File: config.mk
export PLATFORM = sky130hd
export DESIGN_NAME = prbs7_ber_ctrl_flat
export DESIGN_NICKNAME = d
export VERILOG_FILES = /design/src/rtl/prbs7_ber_ctrl_if.sv /design/src/rtl/prbs7_ber_ctrl.sv /design/src/flat_wrapper.sv
export SDC_FILE = /design/constraint.sdc
export NUM_CORES = 1
export LEC_CHECK = 0
export BUFFER_PORTS_ARGS = -buffer_cell sky130_fd_sc_hd__buf_2
export CAP_MARGIN = 25
export CORE_ASPECT_RATIO = 0.75
export CORE_MARGIN = 2
export CORE_UTILIZATION = 34
export DETAILED_ROUTE_END_ITERATION = 10
export PLACE_DENSITY = 0.62
export SLEW_MARGIN = 10
export SYNTH_ARGS = -nofsm -noshare
export SYNTH_HDL_FRONTEND = slang
export SYNTH_SLANG_ARGS = --single-unit
File: constraint.sdc
create_clock -name clk -period 3.7 [get_ports clk]
set_input_delay 0.925 -clock clk [delete_from_list [all_inputs] [get_ports clk]]
set_output_delay 0.925 -clock clk [all_outputs]
set_load 0.02 [all_outputs]
File: src/rtl/prbs7_ber_ctrl_if.sv
// Control/status bundle between a BER test sequencer (master) and prbs7_ber_ctrl (slave).
interface prbs7_ber_ctrl_if #(
  parameter int WIN_W = 32
);
  logic             start;
  logic             abort;
  logic [WIN_W-1:0] window;
  logic [6:0]       err_cnt;
  logic             busy;
  logic             locked;
  logic             done;
  logic             fail;
  logic [2:0]       state;
  logic [39:0]      err_total;
  logic [WIN_W-1:0] words_done;

  modport master (
    output start, abort, window, err_cnt,
    input  busy, locked, done, fail, state, err_total, words_done
  );

  modport slave (
    input  start, abort, window, err_cnt,
    output busy, locked, done, fail, state, err_total, words_done
  );
endinterface

File: src/rtl/prbs7_ber_ctrl.sv
// PRBS7 bit-error-rate test controller: settle, acquire lock, then accumulate checker errors over a window.
// Optional loss-of-lock abort during measurement is enabled by defining PRBS7_BER_LOSS_DETECT_EN.
module prbs7_ber_ctrl #(
  parameter int WIN_W        = 32,
  parameter int PIPE_LAT     = 7,
  parameter int LOCK_WORDS   = 16,
  parameter int LOCK_TIMEOUT = 1024
) (
  input  logic            clk,
  input  logic            reset_n,
  prbs7_ber_ctrl_if.slave bus
);

  typedef enum logic [2:0] {
    ST_IDLE    = 3'd0,
    ST_SETTLE  = 3'd1,
    ST_LOCK    = 3'd2,
    ST_MEASURE = 3'd3,
    ST_DONE    = 3'd4,
    ST_FAIL    = 3'd5
  } state_t;

  localparam int SET_W = (PIPE_LAT > 1) ? $clog2(PIPE_LAT) : 1;
  localparam int RUN_W = $clog2(LOCK_WORDS + 1);
  localparam int TMO_W = $clog2(LOCK_TIMEOUT + 1);

  // The checker can report at most 64 errors per 64-bit word; larger codes are treated as a full word.
  function automatic logic [6:0] clamp_err(input logic [6:0] e);
    if (e > 7'd64) begin
      clamp_err = 7'd64;
    end else begin
      clamp_err = e;
    end
  endfunction

  function automatic logic [39:0] sat_add(input logic [39:0] a, input logic [6:0] b);
    logic [40:0] s;
    s = {1'b0, a} + {34'd0, b};
    if (s[40]) begin
      sat_add = {40{1'b1}};
    end else begin
      sat_add = s[39:0];
    end
  endfunction

  state_t           state_q, state_d;
  logic [SET_W-1:0] set_cnt_q, set_cnt_d;
  logic [RUN_W-1:0] run_q, run_d, run_inc;
  logic [TMO_W-1:0] tmo_q, tmo_d, tmo_inc;
  logic [WIN_W-1:0] win_q, win_d;
  logic [39:0]      tot_q, tot_d;
  logic [WIN_W-1:0] wd_q, wd_d, wd_inc;
  logic             busy_q, busy_d;
  logic             locked_q, locked_d;
  logic             done_q, done_d;
  logic             fail_q, fail_d;

  // Next-state and counter update; abort overrides every other transition.
  always_comb begin
    state_d   = state_q;
    set_cnt_d = set_cnt_q;
    run_d     = run_q;
    tmo_d     = tmo_q;
    win_d     = win_q;
    tot_d     = tot_q;
    wd_d      = wd_q;
    run_inc   = '0;
    tmo_inc   = tmo_q + TMO_W'(1);
    wd_inc    = wd_q + WIN_W'(1);

    if (bus.abort) begin
      state_d   = ST_IDLE;
      set_cnt_d = '0;
      run_d     = '0;
      tmo_d     = '0;
      win_d     = '0;
      tot_d     = '0;
      wd_d      = '0;
    end else begin
      case (state_q)
        ST_IDLE, ST_DONE, ST_FAIL: begin
          if (bus.start) begin
            state_d   = ST_SETTLE;
            set_cnt_d = '0;
            run_d     = '0;
            tmo_d     = '0;
            win_d     = bus.window;
            tot_d     = '0;
            wd_d      = '0;
          end else begin
            state_d = state_q;
          end
        end

        ST_SETTLE: begin
          // err_cnt is still reflecting pre-start data while the checker pipeline drains.
          if (set_cnt_q == SET_W'(PIPE_LAT - 1)) begin
            state_d   = ST_LOCK;
            set_cnt_d = '0;
            run_d     = '0;
            tmo_d     = '0;
          end else begin
            set_cnt_d = set_cnt_q + SET_W'(1);
          end
        end

        ST_LOCK: begin
          if (bus.err_cnt == 7'd0) begin
            run_inc = run_q + RUN_W'(1);
          end else begin
            run_inc = '0;
          end
          run_d = run_inc;
          tmo_d = tmo_inc;
          // A run that completes on the timeout word wins over the timeout.
          if (run_inc == RUN_W'(LOCK_WORDS)) begin
            run_d = '0;
            tmo_d = '0;
            if (win_q == '0) begin
              state_d = ST_DONE;
            end else begin
              state_d = ST_MEASURE;
            end
          end else if (tmo_inc == TMO_W'(LOCK_TIMEOUT)) begin
            run_d   = '0;
            tmo_d   = '0;
            state_d = ST_FAIL;
          end else begin
            state_d = ST_LOCK;
          end
        end

        ST_MEASURE: begin
          tot_d = sat_add(tot_q, clamp_err(bus.err_cnt));
          wd_d  = wd_inc;
`ifdef PRBS7_BER_LOSS_DETECT_EN
          if (bus.err_cnt >= 7'd32) begin
            state_d = ST_FAIL;
          end else if (wd_inc == win_q) begin
            state_d = ST_DONE;
          end else begin
            state_d = ST_MEASURE;
          end
`else
          if (wd_inc == win_q) begin
            state_d = ST_DONE;
          end else begin
            state_d = ST_MEASURE;
          end
`endif
        end

        default: begin
          state_d   = ST_IDLE;
          set_cnt_d = '0;
          run_d     = '0;
          tmo_d     = '0;
          win_d     = '0;
          tot_d     = '0;
          wd_d      = '0;
        end
      endcase
    end
  end

  // Status flags decoded from the next state so they are registered alongside it.
  always_comb begin
    busy_d   = 1'b0;
    locked_d = 1'b0;
    done_d   = 1'b0;
    fail_d   = 1'b0;
    case (state_d)
      ST_SETTLE, ST_LOCK: begin
        busy_d = 1'b1;
      end
      ST_MEASURE: begin
        busy_d   = 1'b1;
        locked_d = 1'b1;
      end
      ST_DONE: begin
        locked_d = 1'b1;
        done_d   = 1'b1;
      end
      ST_FAIL: begin
        fail_d = 1'b1;
      end
      default: begin
        busy_d = 1'b0;
      end
    endcase
  end

  // State, counters and registered status outputs.
  always_ff @(posedge clk or negedge reset_n) begin
    if (!reset_n) begin
      state_q   <= ST_IDLE;
      set_cnt_q <= '0;
      run_q     <= '0;
      tmo_q     <= '0;
      win_q     <= '0;
      tot_q     <= '0;
      wd_q      <= '0;
      busy_q    <= 1'b0;
      locked_q  <= 1'b0;
      done_q    <= 1'b0;
      fail_q    <= 1'b0;
    end else begin
      state_q   <= state_d;
      set_cnt_q <= set_cnt_d;
      run_q     <= run_d;
      tmo_q     <= tmo_d;
      win_q     <= win_d;
      tot_q     <= tot_d;
      wd_q      <= wd_d;
      busy_q    <= busy_d;
      locked_q  <= locked_d;
      done_q    <= done_d;
      fail_q    <= fail_d;
    end
  end

  assign bus.busy       = busy_q;
  assign bus.locked     = locked_q;
  assign bus.done       = done_q;
  assign bus.fail       = fail_q;
  assign bus.state      = state_q;
  assign bus.err_total  = tot_q;
  assign bus.words_done = wd_q;

endmodule
File: src/flat_wrapper.sv
// flat-port wrapper written by rule: the top's interface ports become plain ports
module prbs7_ber_ctrl_flat 
#(
  parameter int WIN_W        = 32,
  parameter int PIPE_LAT     = 7,
  parameter int LOCK_WORDS   = 16,
  parameter int LOCK_TIMEOUT = 1024
)
  (clk, reset_n, bus_start, bus_abort, bus_window, bus_err_cnt, bus_busy, bus_locked, bus_done, bus_fail, bus_state, bus_err_total, bus_words_done);
  prbs7_ber_ctrl_if #(.WIN_W(WIN_W)) bus_i ();
  input  logic clk;
  input  logic reset_n;
  input wire logic [$bits(bus_i.start)-1:0] bus_start;
  input wire logic [$bits(bus_i.abort)-1:0] bus_abort;
  input wire logic [$bits(bus_i.window)-1:0] bus_window;
  input wire logic [$bits(bus_i.err_cnt)-1:0] bus_err_cnt;
  output wire logic [$bits(bus_i.busy)-1:0] bus_busy;
  output wire logic [$bits(bus_i.locked)-1:0] bus_locked;
  output wire logic [$bits(bus_i.done)-1:0] bus_done;
  output wire logic [$bits(bus_i.fail)-1:0] bus_fail;
  output wire logic [$bits(bus_i.state)-1:0] bus_state;
  output wire logic [$bits(bus_i.err_total)-1:0] bus_err_total;
  output wire logic [$bits(bus_i.words_done)-1:0] bus_words_done;
  assign bus_i.start = bus_start;
  assign bus_i.abort = bus_abort;
  assign bus_i.window = bus_window;
  assign bus_i.err_cnt = bus_err_cnt;
  assign bus_busy = bus_i.busy;
  assign bus_locked = bus_i.locked;
  assign bus_done = bus_i.done;
  assign bus_fail = bus_i.fail;
  assign bus_state = bus_i.state;
  assign bus_err_total = bus_i.err_total;
  assign bus_words_done = bus_i.words_done;
  prbs7_ber_ctrl #(.WIN_W(WIN_W), .PIPE_LAT(PIPE_LAT), .LOCK_WORDS(LOCK_WORDS), .LOCK_TIMEOUT(LOCK_TIMEOUT)) u_core (.clk(clk), .reset_n(reset_n), .bus(bus_i));
endmodule
==> flow_summary.yaml <==
power_and_ir_drop:
  vdd_drop_max_v: 0.0002766
  powerDensity_mw_per_mm2: 366.7
  power_leakage_nw: 4.583
final_layout:
  layout.nets: 1139
  finalInstanceArea_mm2: 0.009624
  finalNonFillerCells: 1399
  fillers: 2322
  area_growth_pct: 21.21
  layout-drive-gt1-share_pct: 18.76
logic_synthesis:
  synth_edf_count: 0
  synth_flop_cell: "dfrtp_1"
  ys_types: 65
  yosysSeqAreaShare_pct: 40.97
  syn-instance-count: 965
  async_flop_share_pct: 100.0
  yosysWarnings: 0
  syn_area_per_cell_um2: 8.228
  ys_seq_elements: 130
  netlist_area_mm2: 0.007940
  syn-num-nets: 1019
floorplanning:
  fp-row-count: 48
  fp.dieArea_mm2: 0.02460
  fp.dieW_um: 180.5
  io_pins: 122
  initial_core_util_pct: 34.61
  core_mm2: 0.02294
  dieHeight_um: 136.3
drt:
  via_count: 7678
  drt_iter0_markers: 712
  ant_nets: 0
  drt_pass1_iterations: 5
  drc_errors: 0
  avgViaCountPerCell: 5.488
  drt_wl_total_um: 24180
  routedWlPerCell_um: 17.29
placed_design:
  dp_hpwl_um: 17240
  dp_slack_ns: -0.01701
  io_buffer_count: 121
  gp_congestion: 0.8822
  dpl_cell_area_mm2: 0.009006
  dpl.cell_count: 1366
worst_setup_path:
  critPathMaxFanout: 7
  end_kind: "flip-flop"
  cp_cell_sequence: "ha_1 > and3_1 > nand4_1 > nor4b_2 > o21ai_1 > or4_1 > nor4b_2 > nand4_1 > o21ai_0"
  slowest_stage: "or4_1"
  cp.arrival_ns: 3.75
  startpoint_type: "flip-flop"
  worstSetupPathType: "reg -> reg"
  crit_required_ns: 4.03
  slowest_delay_ns: 0.59
global_route:
  grtUsageTotal_pct: 19.94
  gr-total-overflow: 0
  grt_antenna_before_repair: 1
  grt_start_max_net_pins: 54
  grt_pass1_vias: 7062
  grt_pass1_wl_um: 39030
timing:
  layout_min_cycle_time_ns: 3.424
  worst_slew_pin_slew_ns: 0.9538
  final-max-slew-violation-count: 0
  fmax_ghz: 0.2920
  max_slew_margin_pct: 35.93
  setup_viol_count_final: 0
  fin_tns_setup_ns: 0
  rsz0062_at_grt: "false"
  period_share_pct: 92.55
  hold_viol_final: 0
  fin_ws_ns: 0.2757
  finalClockSkew_ns: 0.01150
cts:
  cts_repair_resize_count: 0
  cts_tree: "done"
  clk_latency_ns: 0.43
  cts-root-buf: "clkbuf_16"
  hold_buffers: 0
  htree_levels: 4
  clock_sinks: 130
  clk_path_buf_depth: 2
  clkTransAtPathRegs_ns: 0.07
  cts_setup_buffers: 0
  numCtsBuffers: 17
outcome:
  status: "complete, no violations"
run:
  max_cap_violations: 0
hold_path:
  hp-class: "in -> async"
## sequential cells by signal, indices dropped and copies added, names as in the netlist
name and cells:
u_core.bus.busy 1, u_core.bus.done 1, u_core.bus.err_total 40, u_core.bus.fail 1, u_core.bus.locked 1, u_core.bus.state 3, u_core.bus.words_done 32, u_core.run_q 5
u_core.set_cnt_q 3, u_core.tmo_q 11, u_core.win_q 32
## worst max-delay path, delay by kind of cell (launching register included)
kind | cells | cell delay [ns]
adders and majority gates | 1 | 0.32
AOI/OAI and AO/OA | 2 | 0.35
and+or+nand+nor | 6 | 2.16
DFF | 1 | 0.49
## where the power goes
group	leakage, nW	total (W)	switching (W)	internal [W]
Clock	0.298	0.00177	0.000684	0.00109
Sequential	1.79	0.00149	0.0000383	0.00145
Combinational	2.49	0.000269	0.000170	0.0000990
## layout make-up
| class | instances | area (um2) | share of cell area (%) |
|---|---|---|---|
| sequential | 130 | 3253 | 33.80 |
| clock buffer | 18 | 439.2 | 4.563 |
| antenna | 1 | 2.502 | 0.02600 |
| timing repair buffer | 149 | 872.1 | 9.061 |
| tap | 300 | 375.4 | 3.900 |
| inverter | 17 | 63.81 | 0.6630 |
| multi-input combinational | 770 | 4442 | 46.15 |
| clock inverter | 14 | 176.4 | 1.833 |
## cell usage after synthesis (3+ instances only)
cell      count  area [um2]
nand2_1     167       626.9
dfrtp_1     130        3253
o21ai_0     117       585.6
nand3_1      72       360.4
nor2_1       65       244.0
clkbuf_1     38       142.6
xnor2_1      35       306.5
a21oi_1      32       160.2
nor3_1       28       140.1
xor2_1       26       227.7
a31oi_1      22       137.6
nor4_1       20       125.1
nand4_1      19       118.9
inv_1        17       63.81
and3_1       16       100.1
o31ai_1      16       120.1
nor2b_1      12       75.07
ha_1         10       125.1
or3_1        10       62.56
a21o_1        8       60.06
o21ai_1       8       40.04
a22o_1        7       61.31
buf_2         7       35.03
and2_1        6       37.54
and4_1        6       52.55
mux2i_1       5       50.05
o21a_1        5       37.54
or4_1         5       37.54
nor3b_1       4       30.03
o22ai_1       4       25.02
or2_2         4       25.02
nand2b_1      3       18.77
nor4_4        3       63.81
## routing by layer
metal  vias up  routed length (um)  track usage (%)
met2       272               10120            28.22
li1       3712                   -                -
met3        11                2128            6.215
met1      3683               11840            29.92
met4         0                 101            3.315
met5         -                   0                0
## through the flow
step | power [W] | hold WS [ns] | util (%)
detailed placement | 0.001785 | 0.4910 | 39.26
global route | 0.003680 | 0.4674 | 41.94
global placement | 0.001780 | 0.4860 | 39.26
CTS | 0.003567 | 0.4518 | 41.94
finish | 0.003530 | 0.4274 | 41.95
floorplan | 0.001656 | 0.4598 | -
## cells by family after synthesis
logic type               count (synthesis)  synth area share (%)
buffers and inverters                   65                 3.309
multiplexers                             5                0.6303
flip-flops                             130                 40.97
XOR/XNOR                                61                 6.729
AND/OR/NAND/NOR                        456                 28.95
AO/OA/AOI/OAI                          237                 17.59
adder cells (fa/ha/maj)                 11                 1.828
## placed cells by master, fill, tap and decap left out, types with 8 or more instances in the layout
cell type / instances
nor2b_1: 12
nand2_1: 166
xnor2_1: 35
a21oi_1: 32
ha_1: 10
o31ai_1: 16
o21ai_1: 8
o21ai_0: 117
clkbuf_16: 17
nor4_1: 20
and3_1: 16
buf_4: 24
a21o_1: 8
inv_1: 17
nor2_1: 63
a31oi_1: 22
nand3_1: 72
nand4_1: 19
or3_1: 10
buf_2: 120
dfrtp_1: 130
xor2_1: 26
nor3_1: 27
## final timing paths
path	start	to	slack [ns]	cells past startpoint
max in group asynchronous	reset_n	u_core.tmo_q[2]	2.48	2
min reg2reg	u_core.bus.err_total[0]	u_core.bus.err_total[0]	0.50	2
max	u_core.bus.words_done[0]	u_core.bus.done	0.28	9
max reg2reg	u_core.bus.words_done[0]	u_core.bus.done	0.28	9
min	reset_n	u_core.bus.err_total[28]	0.43	1
min in group clk	u_core.bus.err_total[0]	u_core.bus.err_total[0]	0.50	2
(Power assumes the default switching activity.)
